$ cat src/rtl/lane_rr_dispatcher_if.sv
// lane_rr_dispatcher_if: bundles the upstream valid/ready stream, the
// per-lane downstream handshake and the dispatcher status outputs.
// Optional per-lane delivery counters are carried when DISPATCH_CNT_EN is defined.
interface lane_rr_dispatcher_if #(
  parameter int DATA_W = 8,
  parameter int LANES  = 5,
  parameter int DEPTH  = 4
);
  logic                       in_valid;
  logic                       in_ready;
  logic [DATA_W-1:0]          in_data;
  logic [LANES-1:0]           out_valid;
  logic [LANES-1:0]           out_ready;
  logic [DATA_W-1:0]          out_data;
  logic [$clog2(LANES)-1:0]   lane_ptr;
  logic [$clog2(DEPTH):0]     fifo_count;
  logic                       busy;
`ifdef DISPATCH_CNT_EN
  logic [16*LANES-1:0]        lane_cnt;

  // Upstream source plus lane sinks drive this side
  modport master (
    output in_valid, in_data, out_ready,
    input  in_ready, out_valid, out_data, lane_ptr, fifo_count, busy, lane_cnt
  );

  // The dispatcher itself
  modport slave (
    input  in_valid, in_data, out_ready,
    output in_ready, out_valid, out_data, lane_ptr, fifo_count, busy, lane_cnt
  );
`else
  // Upstream source plus lane sinks drive this side
  modport master (
    output in_valid, in_data, out_ready,
    input  in_ready, out_valid, out_data, lane_ptr, fifo_count, busy
  );

  // The dispatcher itself
  modport slave (
    input  in_valid, in_data, out_ready,
    output in_ready, out_valid, out_data, lane_ptr, fifo_count, busy
  );
`endif
endinterface

$ cat src/rtl/lane_rr_dispatcher.sv
// lane_rr_dispatcher: buffers one valid/ready stream in a small circular FIFO
// and hands the head word to child lanes in strict rotating order, waiting
// on the current lane for as long as it takes.
// Optional feature macro: DISPATCH_CNT_EN adds a 16-bit wrapping delivery
// counter per lane on the lane_cnt port.
module lane_rr_dispatcher #(
  parameter int DATA_W = 8,
  parameter int LANES  = 5,
  parameter int DEPTH  = 4
) (
  input logic                clk,
  input logic                rst,
  lane_rr_dispatcher_if.slave bus
);

  localparam int PTR_W  = $clog2(DEPTH);
  localparam int CNT_W  = PTR_W + 1;
  localparam int LANE_W = $clog2(LANES);

  logic [DATA_W-1:0] mem_q [DEPTH];
  logic [PTR_W-1:0]  rdPtr_q, rdPtr_d;
  logic [PTR_W-1:0]  wrPtr_q, wrPtr_d;
  logic [CNT_W-1:0]  count_q, count_d;
  logic [LANE_W-1:0] lanePtr_q, lanePtr_d;
  logic              fifoEmpty;
  logic              fifoFull;
  logic              push;
  logic              pop;

  // Full blocks a push even when a pop happens in the same cycle, which keeps
  // in_ready free of any combinational path from out_ready.
  assign fifoEmpty = (count_q == '0);
  assign fifoFull  = (count_q == CNT_W'(DEPTH));
  assign push      = bus.in_valid && !fifoFull;
  assign pop       = !fifoEmpty && bus.out_ready[lanePtr_q];

  // Next-state for pointers, occupancy and the lane rotation
  always_comb begin
    rdPtr_d   = rdPtr_q;
    wrPtr_d   = wrPtr_q;
    count_d   = count_q;
    lanePtr_d = lanePtr_q;
    if (push) begin
      wrPtr_d = wrPtr_q + 1'b1;
    end
    if (pop) begin
      rdPtr_d   = rdPtr_q + 1'b1;
      lanePtr_d = (lanePtr_q == LANE_W'(LANES - 1)) ? '0 : lanePtr_q + 1'b1;
    end
    case ({push, pop})
      2'b10:   count_d = count_q + 1'b1;
      2'b01:   count_d = count_q - 1'b1;
      default: count_d = count_q;
    endcase
  end

  // Control state; reset discards all buffered words at once
  always_ff @(posedge clk or posedge rst) begin
    if (rst) begin
      rdPtr_q   <= '0;
      wrPtr_q   <= '0;
      count_q   <= '0;
      lanePtr_q <= '0;
    end else begin
      rdPtr_q   <= rdPtr_d;
      wrPtr_q   <= wrPtr_d;
      count_q   <= count_d;
      lanePtr_q <= lanePtr_d;
    end
  end

  // Payload storage needs no reset since out_data is masked while empty
  always_ff @(posedge clk) begin
    if (push) begin
      mem_q[wrPtr_q] <= bus.in_data;
    end
  end

  assign bus.in_ready   = !fifoFull;
  assign bus.out_valid  = fifoEmpty ? '0 : (LANES'(1) << lanePtr_q);
  assign bus.out_data   = fifoEmpty ? '0 : mem_q[rdPtr_q];
  assign bus.lane_ptr   = lanePtr_q;
  assign bus.fifo_count = count_q;
  assign bus.busy       = !fifoEmpty;

`ifdef DISPATCH_CNT_EN
  logic [15:0] laneCnt_q [LANES];

  // Per-lane delivery counters, wrapping naturally at 16 bits
  always_ff @(posedge clk or posedge rst) begin
    if (rst) begin
      for (int k = 0; k < LANES; k++) begin
        laneCnt_q[k] <= '0;
      end
    end else if (pop) begin
      laneCnt_q[lanePtr_q] <= laneCnt_q[lanePtr_q] + 16'd1;
    end
  end

  // Pack lane k's counter into bits [16k+15:16k]
  always_comb begin
    bus.lane_cnt = '0;
    for (int k = 0; k < LANES; k++) begin
      bus.lane_cnt[16*k +: 16] = laneCnt_q[k];
    end
  end
`endif

endmodule

$ cat src/flat_wrapper.sv
// flat-port wrapper written by rule: the top's interface ports become plain ports
module lane_rr_dispatcher_flat 
#(
  parameter int DATA_W = 8,
  parameter int LANES  = 5,
  parameter int DEPTH  = 4
)
  (clk, rst, bus_in_valid, bus_in_data, bus_out_ready, bus_in_ready, bus_out_valid, bus_out_data, bus_lane_ptr, bus_fifo_count, bus_busy);
  lane_rr_dispatcher_if #(.DATA_W(DATA_W), .LANES(LANES), .DEPTH(DEPTH)) bus_i ();
  input logic clk;
  input logic rst;
  input wire logic [$bits(bus_i.in_valid)-1:0] bus_in_valid;
  input wire logic [$bits(bus_i.in_data)-1:0] bus_in_data;
  input wire logic [$bits(bus_i.out_ready)-1:0] bus_out_ready;
  output wire logic [$bits(bus_i.in_ready)-1:0] bus_in_ready;
  output wire logic [$bits(bus_i.out_valid)-1:0] bus_out_valid;
  output wire logic [$bits(bus_i.out_data)-1:0] bus_out_data;
  output wire logic [$bits(bus_i.lane_ptr)-1:0] bus_lane_ptr;
  output wire logic [$bits(bus_i.fifo_count)-1:0] bus_fifo_count;
  output wire logic [$bits(bus_i.busy)-1:0] bus_busy;
  assign bus_i.in_valid = bus_in_valid;
  assign bus_i.in_data = bus_in_data;
  assign bus_i.out_ready = bus_out_ready;
  assign bus_in_ready = bus_i.in_ready;
  assign bus_out_valid = bus_i.out_valid;
  assign bus_out_data = bus_i.out_data;
  assign bus_lane_ptr = bus_i.lane_ptr;
  assign bus_fifo_count = bus_i.fifo_count;
  assign bus_busy = bus_i.busy;
  lane_rr_dispatcher #(.DATA_W(DATA_W), .LANES(LANES), .DEPTH(DEPTH)) u_core (.clk(clk), .rst(rst), .bus(bus_i));
endmodule
$ cat config.mk
export PLATFORM = sky130hd
export DESIGN_NAME = lane_rr_dispatcher_flat
export DESIGN_NICKNAME = d
export VERILOG_FILES = /design/src/rtl/lane_rr_dispatcher_if.sv /design/src/rtl/lane_rr_dispatcher.sv /design/src/flat_wrapper.sv
export SDC_FILE = /design/constraint.sdc
export NUM_CORES = 1
export LEC_CHECK = 0
export ABC_AREA = 1
export CAP_MARGIN = 20
export CORE_MARGIN = 2
export CORE_UTILIZATION = 60
export CTS_CLUSTER_DIAMETER = 30
export DETAILED_ROUTE_END_ITERATION = 12
export DONT_BUFFER_PORTS = 1
export PLACE_DENSITY = 0.75
export SETUP_SLACK_MARGIN = 0.02
export SLEW_MARGIN = 40
export SYNTH_ARGS = -nofsm -noshare
export SYNTH_HDL_FRONTEND = slang
export SYNTH_SLANG_ARGS = --single-unit
$ cat constraint.sdc
create_clock -name clk -period 2.7 [get_ports clk]
set_clock_uncertainty 0.2 [all_clocks]
set_input_delay 0.54 -clock clk [delete_from_list [all_inputs] [get_ports clk]]
set_output_delay 0.54 -clock clk [all_outputs]
set_load 0.1 [all_outputs]
==> Word-level counts from Yosys, hierarchy flattened <==
Memory sizes are Yosys's and may differ from the RTL's.
Index checks and enable logic that the tools add are counted.
{ "word_totals": {"reg_bits": 10, "ram_bits": 32, "in_bits": 16, "output_inout_bits": 21, "wordCells": 30, "memories": 1} }
{ "classes": {"n_addsub": 5, "magnitude_cmp": 1, "eq_ne": 4, "shift": 1, "mux": 8, "n_reduce_logical": 6} }
{ "memory_table": {"columns": ["memory", "depth", "width", "read_ports", "rd_ports_with_merged_regs", "wr", "line_no", "source"], "rows": [
  ["u_core.mem_q", 4, 8, 1, 0, 1, "lane_rr_dispatcher.sv:20", "logic [DATA_W-1:0] mem_q [DEPTH];"]
]} }
{ "op_table": {"columns": ["cell", "count"], "rows": [
  ["8-bit two-way mux", 1],
  ["3-bit by 1-bit adder with 3-bit output, second input constant", 2],
  ["3-bit equality test, second input constant", 2],
  ["3-bit one-hot mux with 2 select lines", 1],
  ["5-bit two-way mux", 1],
  ["1-bit by 3-bit << shifter with 5-bit output, first input constant", 1],
  ["2-bit by 1-bit adder with 2-bit output, second input constant", 2],
  ["3-bit by 4-bit < comparator with 1-bit output, second input constant", 1],
  ["1-bit binary-select mux with 3-bit select", 1],
  ["3-bit logical NOT", 1],
  ["1-bit two-way mux", 3],
  ["3-bit two-way mux", 1],
  ["3-bit by 1-bit subtractor with 3-bit output, second input constant", 1],
  ["2-bit by 1-bit equality test with 1-bit output, second input constant", 1],
  ["2-bit equality test, second input constant", 1],
  ["1-bit logical AND", 2],
  ["1-bit logical NOT", 2],
  ["2-bit nonzero test", 1]
]} }

==> Longest topological paths before layout <==
{ "logic_depth": {"depth_word": 5, "mapped_depth": 14, "ltp_nobuf": 14} }

==> Least setup slack after synthesis <==
Ideal clock, no wire load.
{ "synth_path": {"kind": "reg-to-output", "startpoint": "register u_core.count_q[2], in the netlist u_core.bus.fifo_count[2]", "endpoint": "output bus_out_data[2]", "t_arrival_ns": 3.232, "required_ns": 1.960, "setup_slack_ns": -1.272, "path_stages_with_launch": 6, "path_buffers": 1, "path_cell_list": "dfrtp_1 -> inv_1 -> nand2_4 -> inv_2 -> buf_2 -> a21oi_1"} }
{ "synth_between": {"elab_chain_len": 2} }
{ "synth_lines": {"columns": ["element", "line_no", "source"], "rows": [
  ["start, declared", "lane_rr_dispatcher.sv:23", "logic [CNT_W-1:0] count_q, count_d;"],
  ["start signal, assigned", "lane_rr_dispatcher.sv:67", "count_q <= count_d;"],
  ["3-bit logical NOT", "lane_rr_dispatcher.sv:32", "assign fifoEmpty = (count_q == '0);"],
  ["8-bit two-way mux", "lane_rr_dispatcher.sv:81", "assign bus.out_data = fifoEmpty ? '0 : mem_q[rdPtr_q];"],
  ["end, declared", "flat_wrapper.sv:17", "output wire logic [$bits(bus_i.out_data)-1:0] bus_out_data;"]
]} }
Every way passes these cells.

==> Worst setup path after layout <==
{ "layout_path": {"startpoint": "register u_core.lanePtr_q[0], in the netlist u_core.bus.lane_ptr[0]", "endpoint": "output bus_out_valid[3]"} }
{ "layout_between": {"elab_chain_len": 2} }
{ "layout_lines": {"columns": ["element", "line_no", "source"], "rows": [
  ["start, declared", "lane_rr_dispatcher.sv:24", "logic [LANE_W-1:0] lanePtr_q, lanePtr_d;"],
  ["start signal, assigned", "lane_rr_dispatcher.sv:68", "lanePtr_q <= lanePtr_d;"],
  ["1-bit by 3-bit << shifter with 5-bit output", "lane_rr_dispatcher.sv:80", "assign bus.out_valid = fifoEmpty ? '0 : (LANES'(1) << lanePtr_q);"],
  ["5-bit two-way mux", "lane_rr_dispatcher.sv:80", null],
  ["end, declared", "flat_wrapper.sv:16", "output wire logic [$bits(bus_i.out_valid)-1:0] bus_out_valid;"]
]} }
Every way passes these cells.

==> impl_metrics.ini <==
[sta]
max_slew_margin_pct = 43.16
rsz0062_at_grt = no
period_needed_ns = 2.563
report.final.hold_viol_count = 0
fmax_ghz = 0.3901
worst_pin_slew_ns = 0.8495
finalCritPeriodShare_pct = 94.94
setup_viol = 0
hold_slack_ns = 0.06902
finalSetupTns_ns = 0
drv_slew = 0

[worst_setup_path]
cpLargestDelayFamily = buffers and inverters
required_ns = 1.96
worstPathArrival_ns = 1.82
rrSetupSlack_ns = 0.25
critPathLaunchType = register
reg2reg_from = u_core.bus.lane_ptr[1]
crit_path_max_incr_delay_ns = 0.41
path_buf_inv = 3
end_kind = output pin
r2r_end = u_core.bus.fifo_count[2]
crit_top_cell = ha_1
critPathKind = register to output pin
slowest_stage = dfrtp_2
path_max_fanout = 5
rr_worst_depth = 13
crit_chain = buf_4, ha_1, ha_1, inv_1, nor2_4, buf_12

[final_layout]
num-nets-final = 247
multi_input_area_um2 = 788.3
syn2layout_area_growth_pct = 29.51
fin_util_pct = 83.35
fillers = 183
antenna_cells = 0
drive_gt1_share_pct = 26.70
ff_latch_area_mm2 = 0.001227

[placement]
port_buffers = 0
routabilityCongestion = 0.8757
dp_hpwl_mm = 2.973

[synthesis]
yosysSeqAreaShare_pct = 60.65
synthSimpleGateAreaFrac_pct = 17.11
yosys_register_bits = 42
ys_types = 20
synth_commonest_cells = nor2_1 (45), edfxtp_1 (32), inv_1 (22)
netlist_area_mm2 = 0.001997
syn_nets = 222
synthMuxAreaShare_pct = 0
yosys_warnings = 0
synth_top_area_share_pct = 48.12
synth_compound_area_share_pct = 7.018
yosys.area.top_type = edfxtp_1
synth-edff-count = 32
synth.most_common_cell = nor2_1
synthXorXnorAreaFrac_pct = 1.754
synthAdderAreaFrac_pct = 7.268
synth_top_family_by_area = simple AND/OR/NAND/NOR gates
synthArstFlopShare_pct = 23.81
syn_avg_cell_area_um2 = 10.24
ys.flop_type = edfxtp_1
netlist_top_cells_area = edfxtp_1 (48%), dfrtp_1 (13%), nor2_1 (8.5%)
syn_inst = 195

[die]
ios = 37
die_area_mm2 = 0.003806
start_util_pct = 64.35
rows = 20
core_region_area_mm2 = 0.003103
die-height_um = 61.69
die_w_um = 61.69

[clock_tree]
cts_buffers = 5
htreeDepth = 2
clock_latency_ns = 0.35
cts.path.max_buffers = 2
cts_tree = built
clk_pin_slew_worst_paths_ns = 0.12
clock-sinks = 42
cts_root_buffer = clkbuf_4
cts_setup_buffers = 0

[hold_path]
min_to = u_core.mem_q[3][2]
min_path_type = input pin to register
hp-start = bus_in_data[2]
holdPathStages = 0

[routing]
routedWlPerCell_um = 15.76
final_antenna_net_count = 0
vias_per_cell = 5.392
drtIter0Drc = 43
drt_pre_antenna_iters = 4
wl_mm = 4.177
drc = 0
vias = 1429

[run]
maxCapViolations = 0

[grt]
grt_pass1_wl_mm = 6.396
grt_pass1_vias = 1405
antenna_found_initial = 0
grt_max_degree = 18
grt_usage_pct = 24.54
grt.overflow.total = 0

[outcome]
outcome = finished clean
## layout by cell type, fill, tap and decap left out, types with 4 or more instances in the layout
| cell | count |
|---|---|
| edfxtp_1 | 32 |
| buf_12 | 13 |
| nand2_1 | 20 |
| clkbuf_4 | 5 |
| nor2_4 | 6 |
| ha_1 | 10 |
| a21oi_4 | 5 |
| buf_4 | 9 |
| nand3_1 | 7 |
| o21ai_0 | 16 |
| dfrtp_2 | 4 |
| inv_1 | 22 |
| nor2_1 | 40 |
## timing repair
action / CTS / global route
setup endpoints to repair: 13 / 6
hold buffers: 1 / 0
hold endpoints to repair: 10 / 0
resized for setup: 1 / 2
## state kept, by name (all words and copies together), names as in the netlist
register               count
u_core.mem_q              32
u_core.wrPtr_q             2
u_core.rdPtr_q             2
u_core.bus.lane_ptr        3
u_core.bus.fifo_count      3
## per-layer routing
layer  vias up  routed length [µm]  global-route usage (%)
met1       686                1558                   28.35
met2        55                2236                   42.41
met3         6                 333                   8.489
li1        682                   -                       -
met4         0                  48                   9.119
met5         -                   0                       0
## final cells by class
type                    count  area share, %
flip-flops and latches     42          47.46
multi-input cells         123          30.48
repair buffers             23          13.06
inverters                  25          3.822
well taps                  44          2.129
clock buffers               6          1.597
clock inverters             2          1.451
## cell families after synthesis
family,after synthesis
buffers and inverters,30
DFF,42
AOI/OAI and AO/OA,28
xor gates and xnor gates,4
and+or+nand+nor,80
adders and majority gates,11
## per-stage QoR
stage	setup slack, ns	instance area, µm²	cells
after floorplan	-0.001586	2141	195
after global placement	0.3166	2491	256
after detailed placement	0.2387	2491	256
after CTS	0.07495	2582	265
after global routing	0.05546	2586	265
final	0.1367	2586	265
## worst max path at each step
stage	cells past startpoint	end	slack, ns	start
2_1_floorplan	4	bus_out_data[0]	-0.002	u_core.bus.fifo_count[2]
3_3_place_gp	5	bus_out_data[7]	0.32	u_core.bus.fifo_count[0]
6_report	6	bus_out_valid[3]	0.14	u_core.bus.lane_ptr[0]
5_1_grt	6	bus_out_valid[3]	0.06	u_core.bus.lane_ptr[0]
3_5_place_dp	14	u_core.bus.fifo_count[2]	0.24	bus_out_ready[0]
4_1_cts	5	bus_out_data[7]	0.07	u_core.bus.fifo_count[0]
Power is not shown: default switching activity piles up to over one toggle a cycle in this logic, so the estimate is an artifact.
